## src/rtl/lane_pipe_pkg.sv

```systemverilog
// Shared types and helpers for the multi-lane skid pipeline.
// The beat typedef describes the default 4-lane, 8-bit configuration.
package lane_pipe_pkg;

    localparam int unsigned MAX_STAGES = 4;
    localparam int unsigned DEF_LANES  = 4;
    localparam int unsigned DEF_DW     = 8;

    typedef struct packed {
        logic [DEF_LANES-1:0]        mask;
        logic [DEF_LANES*DEF_DW-1:0] data;
    } lane_beat_t;

    // Counter must represent 0..2*stages inclusive.
    function automatic int unsigned calc_ocw(input int unsigned stages);
        return $clog2(2 * stages + 1);
    endfunction

endpackage

```

## src/rtl/lane_skid_slice.sv

```systemverilog
// Two-entry skid register slice: main register feeds downstream, skid absorbs one
// beat while main is stalled. Upstream ready is purely registered (!skid_full).
module lane_skid_slice
    import lane_pipe_pkg::*;
#(
    parameter int unsigned W = 36
) (
    input  logic         clk,
    input  logic         reset,
    input  logic         flush,
    input  logic [W-1:0] up_data,
    input  logic         up_valid,
    output logic         up_ready,
    output logic [W-1:0] dn_data,
    output logic         dn_valid,
    input  logic         dn_ready
);

    logic [W-1:0] main_q;
    logic [W-1:0] skid_q;
    logic         main_full_q;
    logic         skid_full_q;
    logic         accept;
    logic         pop;

    assign up_ready = !skid_full_q;
    assign accept   = up_valid && !skid_full_q;
    assign pop      = main_full_q && dn_ready;
    assign dn_data  = main_q;
    assign dn_valid = main_full_q;

    always_ff @(posedge clk) begin
        if (!reset) begin
            main_q      <= '0;
            skid_q      <= '0;
            main_full_q <= 1'b0;
            skid_full_q <= 1'b0;
        end else if (flush) begin
            main_full_q <= 1'b0;
            skid_full_q <= 1'b0;
        end else if (pop && skid_full_q) begin
            // Skid full implies up_ready is low, so no accept can coincide.
            main_q      <= skid_q;
            skid_full_q <= 1'b0;
        end else if (accept && (!main_full_q || pop)) begin
            main_q      <= up_data;
            main_full_q <= 1'b1;
        end else if (accept) begin
            skid_q      <= up_data;
            skid_full_q <= 1'b1;
        end else if (pop) begin
            main_full_q <= 1'b0;
        end
    end

endmodule

```

## src/rtl/lane_pipe_skid.sv

```systemverilog
// Multi-lane retiming pipeline: STAGES skid slices in series carrying lane data plus
// lane mask, with group backpressure, synchronous flush and an occupancy counter.
module lane_pipe_skid
    import lane_pipe_pkg::*;
#(
    parameter  int unsigned LANES  = 4,
    parameter  int unsigned DW     = 8,
    parameter  int unsigned STAGES = 2,
    localparam int unsigned OCW    = calc_ocw(STAGES)
) (
    input  logic                clk,
    input  logic                reset,
    input  logic                flush,
    input  logic [LANES*DW-1:0] in_data,
    input  logic [LANES-1:0]    in_valid,
    output logic                in_ready,
    output logic [LANES*DW-1:0] out_data,
    output logic [LANES-1:0]    out_valid,
    input  logic                out_ready,
    output logic [OCW-1:0]      occupancy
);

    localparam int unsigned BW = LANES * (DW + 1);

    logic [BW-1:0] link_data  [STAGES+1];
    logic          link_valid [STAGES+1];
    logic          link_ready [STAGES+1];
    logic          accept;
    logic          pop;
    logic [OCW-1:0] occ_q;

    // Beat layout: mask in the top LANES bits, lane data below.
    assign link_data[0]       = {in_valid, in_data};
    assign link_valid[0]      = |in_valid;
    assign link_ready[STAGES] = out_ready;

    for (genvar i = 0; i < STAGES; i++) begin : g_slice
        lane_skid_slice #(
            .W (BW)
        ) u_slice (
            .clk      (clk),
            .reset    (reset),
            .flush    (flush),
            .up_data  (link_data[i]),
            .up_valid (link_valid[i]),
            .up_ready (link_ready[i]),
            .dn_data  (link_data[i+1]),
            .dn_valid (link_valid[i+1]),
            .dn_ready (link_ready[i+1])
        );
    end

    assign in_ready  = reset && !flush && link_ready[0];
    assign out_data  = link_data[STAGES][LANES*DW-1:0];
    assign out_valid = link_valid[STAGES] ? link_data[STAGES][BW-1 -: LANES] : '0;

    assign accept = (|in_valid) && in_ready;
    assign pop    = link_valid[STAGES] && out_ready;

    always_ff @(posedge clk) begin
        if (!reset || flush) begin
            occ_q <= '0;
        end else if (accept && !pop) begin
            occ_q <= occ_q + OCW'(1);
        end else if (pop && !accept) begin
            occ_q <= occ_q - OCW'(1);
        end
    end

    assign occupancy = occ_q;

endmodule

```

## config.mk

```make
export PLATFORM = sky130hd
export DESIGN_NAME = lane_pipe_skid
export DESIGN_NICKNAME = d
export VERILOG_FILES = /design/src/rtl/lane_pipe_pkg.sv /design/src/rtl/lane_skid_slice.sv /design/src/rtl/lane_pipe_skid.sv
export SDC_FILE = /design/constraint.sdc
export NUM_CORES = 1
export LEC_CHECK = 0
export CORE_UTILIZATION = 51
export DETAILED_ROUTE_END_ITERATION = 10
export GPL_TIMING_DRIVEN = 0
export PLACE_DENSITY = 0.76
export RECOVER_POWER = 25
export REMOVE_ABC_BUFFERS = 1
export SYNTH_ARGS = -nofsm -noshare
export SYNTH_HDL_FRONTEND = slang
export SYNTH_SLANG_ARGS = --single-unit
export TNS_END_PERCENT = 30
```

## constraint.sdc

```tcl
create_clock -name clk -period 2.2 [get_ports clk]
set_input_delay 0.22 -clock clk [delete_from_list [all_inputs] [get_ports clk]]
set_output_delay 0.22 -clock clk [all_outputs]
set_load 0.005 [all_outputs]
```

; After elaboration in Yosys (flattened, before gate mapping)
; Cells that the tools add are included.
[classes]
n_eq_ne = 2
muxes = 13
bitwise = 6
reduce_logical = 40
add_sub_neg = 2
[ops]
columns = cell, n
row1 = $mux 36, 4
row2 = $logic_and 1x1->1, 12
row3 = $reduce_bool 2->1, 5
row4 = $logic_not 1->1, 8
row5 = $reduce_and 2->1, 4
row6 = $reduce_and 4->1, 2
row7 = $mux 1, 6
row8 = $mux 3, 2
row9 = $not 1->1, 6
row10 = $reduce_and 3->1, 2
row11 = $reduce_or 3->1, 2
row12 = $mux 4, 1
row13 = $reduce_or 4->1, 1
row14 = $add 3x1->3 const B, 1
row15 = $logic_or 1x1->1, 3
row16 = $sub 3x1->3 const B, 1
row17 = $ne 2x1->1 const B, 1
row18 = $ne 2x2->1 const B, 1
row19 = $reduce_or 2->1, 1
[word_totals]
out_inout_bits = 40
elab_cells = 72
in_bits = 40
register_bits = 151

; Logic depth before layout (Yosys ltp)
[logic_depth]
depth_word = 8
depth_mapped = 11
depth_no_buf = 9

; Cells and area by module
; Synthesis repeated with hierarchy kept, for this count alone.
[unflattened]
cells_unflattened = 768
area_unflattened_um2 = 6108.4
[by_module_without_submodules]
columns = module, n_inst, area_each_um2, cells_each, seq_area_each_um2
row1 = lane_skid_slice, 2, 2947.8, 372, 1481.4
row2 = lane_pipe_skid, 1, 212.7, 24, 60.1

; Worst setup path after synthesis
; OpenSTA, ideal clock, no wires.
[synth_path]
path_kind = input port to flip-flop
start = input flush
end = register occ_q[2], in the netlist occupancy[2]
n_path_buf = 2
setup_slack_ns = -0.055
t_required_ns = 2.128
stages = 11
arrival_time_ns = 2.183
setup_time_ns = 0.072
cell_sequence = inv_1 clkbuf_1 buf_2 nand2_1 nor2_1 ha_1 inv_1 fa_1 xor2_1 or3_1 a21oi_1
[synth_between]
elab_chain_len = 7
word_cells_on_any_way = 10
cone_classes = mux (1) / reduce/logical (9)
[synth_lines]
columns = element, line
row1 = "start, declared", lane_pipe_skid.sv:13  ; input logic flush,
row2 = $logic_not 1->1, lane_pipe_skid.sv:53  ; assign in_ready = reset && !flush && link_ready[0];
row3 = $logic_and 1x1->1 (2 in series), lane_pipe_skid.sv:53
row4 = $logic_and 1x1->1, lane_pipe_skid.sv:57  ; assign accept = (|in_valid) && in_ready;
row5 = $logic_not 1->1, lane_pipe_skid.sv:65  ; end else if (pop && !accept) begin
row6 = $logic_and 1x1->1, lane_pipe_skid.sv:65
row7 = $reduce_bool 2->1 (no line), n/a
row8 = "end signal, assigned", lane_pipe_skid.sv:64  ; occ_q <= occ_q + OCW'(1);
row9 = "end signal, assigned", lane_pipe_skid.sv:66  ; occ_q <= occ_q - OCW'(1);
row10 = "end, declared", lane_pipe_skid.sv:30  ; logic [OCW-1:0] occ_q;
; Parallel ways exist; a longest one is shown, timed or not.
; A chain may end at the register's enable or synchronous reset.

; Worst setup path after layout
[layout_path]
start = input in_valid[0]
end = register occ_q[2], in the netlist occupancy[2]
[layout_between]
elab_chain_len = 5
word_cells_on_any_way = 7
cone_classes = mux (1) / reduce/logical (6)
[layout_lines]
columns = element, line
row1 = "start, declared", lane_pipe_skid.sv:15  ; input logic [LANES-1:0] in_valid,
row2 = $reduce_or 4->1 (*), lane_pipe_skid.sv:57
row3 = $logic_and 1x1->1 (*), lane_pipe_skid.sv:57
row4 = $logic_not 1->1, lane_pipe_skid.sv:65
row5 = $logic_and 1x1->1, lane_pipe_skid.sv:65
row6 = $reduce_bool 2->1 (no line), n/a
; Mark *: on every way between the ends. The rest lies on a longest branch, timed or not.

==> results.sh <==
export IMPL_fin_area_mm2=0.00833
export IMPL_hold_buffers=0
export IMPL_required_ps=2560
export IMPL_clkLatencyLatePin_ps=420
export IMPL_utilization=0.626
export IMPL_drv_cap=0
export IMPL_hpwl_um=10800
export IMPL_worst_setup_path_end_kind="flip-flop"
export IMPL_boundaryPins=80
export IMPL_htree_levels=4
export IMPL_synth_area_mm2=0.00700
export IMPL_numCtsBuffers=17
export IMPL_synth_async_sr_flop_share=0
export IMPL_cts_sinks=151
export IMPL_ys_seq_area_frac=0.432
export IMPL_grt_pass1_vias=5695
export IMPL_die_y_um=119
export IMPL_rsz0062_at_grt="true"
export IMPL_antenna_found_initial=0
export IMPL_power_mw=6.11
export IMPL_whs_endpoint="g_slice[0].u_slice.skid_q[34]"
export IMPL_synth_seq_cells=151
export IMPL_cpPeakStageDelay_ps=620
export IMPL_die_w_um=119
export IMPL_yosys_warnings=0
export IMPL_vdd_ir_drop_worst_uv=498
export IMPL_slowest_stage="or4_4"
export IMPL_clk_pin_slew_worst_paths_ps=60
export IMPL_grt_max_degree=84
export IMPL_finalMaxSlewViolations=0
export IMPL_start_util=0.526
export IMPL_critPathLaunchType="primary input"
export IMPL_clockRootBuffer="clkbuf_16"
export IMPL_period_minus_slack_ps=2190
export IMPL_violations="design-rule violations"
export IMPL_setup_ws_ps=5.24
export IMPL_power_leakage_nw=3.27
export IMPL_die_area_mm2=0.0142
export IMPL_yosys_top_cells_area="dfxtp_1, mux2i_1, a221oi_2, nand2_1, a211oi_1"
export IMPL_wire_per_inst_um=19.0
export IMPL_critical_path_arrival_ps=2550
export IMPL_r2r_setup_slack_ps=40
export IMPL_wl_um=17900
export IMPL_cts_tree="done"
export IMPL_r2r_start="g_slice[1].u_slice.skid_full_q"
export IMPL_yosys_area_top_type="dfxtp_1"
export IMPL_maxSlewHeadroom=0.367
export IMPL_overflow=0
export IMPL_skew_ps=7.28
export IMPL_final_hold_viol_count=0
export IMPL_num_rows=42
export IMPL_min_from="in_valid[2]"
export IMPL_critPathTopFamily="simple AND/OR/NAND/NOR gates"
export IMPL_rr_worst_depth=4
export IMPL_max_freq_mhz=456
export IMPL_status="complete, but fails checks"
export IMPL_gp_congestion=0.796
export IMPL_hold_depth=3
export IMPL_path_max_fanout=5
export IMPL_timing_rr_end="g_slice[0].u_slice.dn_data[27]"
export IMPL_worstHoldPathType="primary input to flip-flop"
export IMPL_dp_slack_ps=-1670
export IMPL_critPathKind="primary input to flip-flop"
export IMPL_layout_nets=795
export IMPL_coreArea_mm2=0.0133
export IMPL_finalCritPeriodShare=0.998
export IMPL_drc=1
export IMPL_netlist_area_leader_share=0.432
export IMPL_first_iter_violations=437
export IMPL_cp_cell_sequence="clkdlybuf4s50_1 -> or4_4 -> nand2b_1 -> nor2_1 -> ha_1 -> inv_1 -> fa_1 -> xor2_1 -> or3_1 -> a21oi_1"
export IMPL_synth_ff_type="dfxtp_1"
export IMPL_power_density_mw_per_mm2=734
export IMPL_syn_area_per_cell_um2=9.49
export IMPL_synth_edf_count=0
export IMPL_finalSetupViolations=0
export IMPL_antennaDiodeCount=0
export IMPL_area_growth_pct=19.1
export IMPL_synth_common_cells="dfxtp_1, mux2i_1, nand2_1"
export IMPL_grt_pass1_wl_um=28700
export IMPL_syn_instance_count=737
export IMPL_clock_path_buffers=2
export IMPL_viasPerCell=6.05
export IMPL_port_buffers=79
export IMPL_drive_above_1_share=0.129
export IMPL_firstDrtPassIters=8
export IMPL_worst_pin_slew_ps=945
export IMPL_synthDistinctLibCells=35
export IMPL_cp_buffers_inverters=2
export IMPL_vias=5691
export IMPL_grt_usage=0.258
export IMPL_synth_most_common_cell="dfxtp_1"
export IMPL_antenna_left=0
export IMPL_dpl_cell_area_mm2=0.00768
## tightest hold or removal path: cells and delay by family
kind	cells	cell delay, ps
buffers and inverters	1	190
multiplexers	1	60
AND/OR/NAND/NOR	1	100
## final cells by class
type                    instances  area (um^2)
fillers                      1048         4970
multi-input cells             475         3420
flip-flops and latches        151         3030
repair buffers                103         1120
clock buffers                  27          493
well taps                     176          220
inverters                       4         23.8
clock inverters                 4         20.0
repair inverters                1         5.00
## flip-flops by register name, summed over array words and instances, names as in the netlist
register / cells
g_slice.u_slice.dn_valid: 2
g_slice.u_slice.skid_full_q: 2
g_slice.u_slice.skid_q: 72
occupancy: 3
g_slice.u_slice.dn_data: 72
## metal layers
| layer | global-route usage | part of all wire | wire length (um) | vias up |
|---|---|---|---|---|
| met3 | 0.0551 | 0.061 | 1090 | 40 |
| met2 | 0.440 | 0.50 | 8970 | 195 |
| met4 | 0.114 | 0.023 | 410 | 0 |
| met1 | 0.311 | 0.41 | 7390 | 2788 |
| met5 | 0 | 0 | 0 | - |
| li1 | - | - | - | 2668 |
## worst max-delay path by stage
stage / cells past startpoint / endpoint / start / slack [ps]
after floorplan: 3 / g_slice[0].u_slice.skid_q[0] / g_slice[1].u_slice.skid_full_q / -5110
after global routing: 4 / g_slice[0].u_slice.dn_data[1] / g_slice[1].u_slice.skid_full_q / -60
after CTS: 9 / occupancy[2] / reset / 8
final: 10 / occupancy[2] / in_valid[0] / 5
after global placement: 3 / g_slice[0].u_slice.skid_q[35] / g_slice[1].u_slice.skid_full_q / -8020
after detailed placement: 10 / occupancy[2] / flush / -1670
## kinds of logic after synthesis
kind of cell / count (synthesis) / share of synthesized area
simple gates: 172 / 0.109
flops: 151 / 0.432
mux: 110 / 0.158
compound gates: 189 / 0.201
xor+xnor: 2 / 0.00250
fa+ha+maj: 2 / 0.00465
buf+inv: 111 / 0.0925
## report_power, final
| group | internal, mW | total (mW) | switching, mW | leakage [nW] |
|---|---|---|---|---|
| sequential | 2.83 | 2.91 | 0.0754 | 1.23 |
| combinational | 0.301 | 0.633 | 0.333 | 1.79 |
| clock | 1.52 | 2.57 | 1.06 | 0.255 |
| total | 4.65 | 6.11 | 1.47 | 3.27 |
## layout by cell type, fill, tap and decap left out, types with 4 or more instances in the layout
master | netlist | layout
a31oi_1 | 36 | 36
o21ai_0 | 38 | 38
mux2i_1 | 109 | 107
nand2_1 | 75 | 73
clkbuf_1 | 41 | 7
buf_16 | 0 | 4
a221oi_1 | 6 | 6
a211oi_1 | 37 | 37
clkinv_2 | 0 | 4
nand3_1 | 37 | 36
clkbuf_16 | 0 | 17
clkdlybuf4s50_1 | 0 | 76
buf_4 | 33 | 11
nor2_1 | 41 | 41
dfxtp_1 | 151 | 149
a21oi_1 | 41 | 41
a221oi_2 | 30 | 30
and2_1 | 4 | 4
## what timing repair did
item                       CTS  global route
setup endpoints to repair  124            61
setup buffers                4             3
pin swaps                    2             1
gates resized for setup      9             7
gates cloned                 1             0
## stage by stage
step           cells  TNS [ps]  hold slack (ps)
6_report         941         0              200
5_1_grt          941      -285              199
4_1_cts          938         0              342
3_5_place_dp     902   -105470              449
3_3_place_gp     885   -720600              441
2_1_floorplan    630   -356720              362
Note: power is estimated with default switching activity, not from simulation.
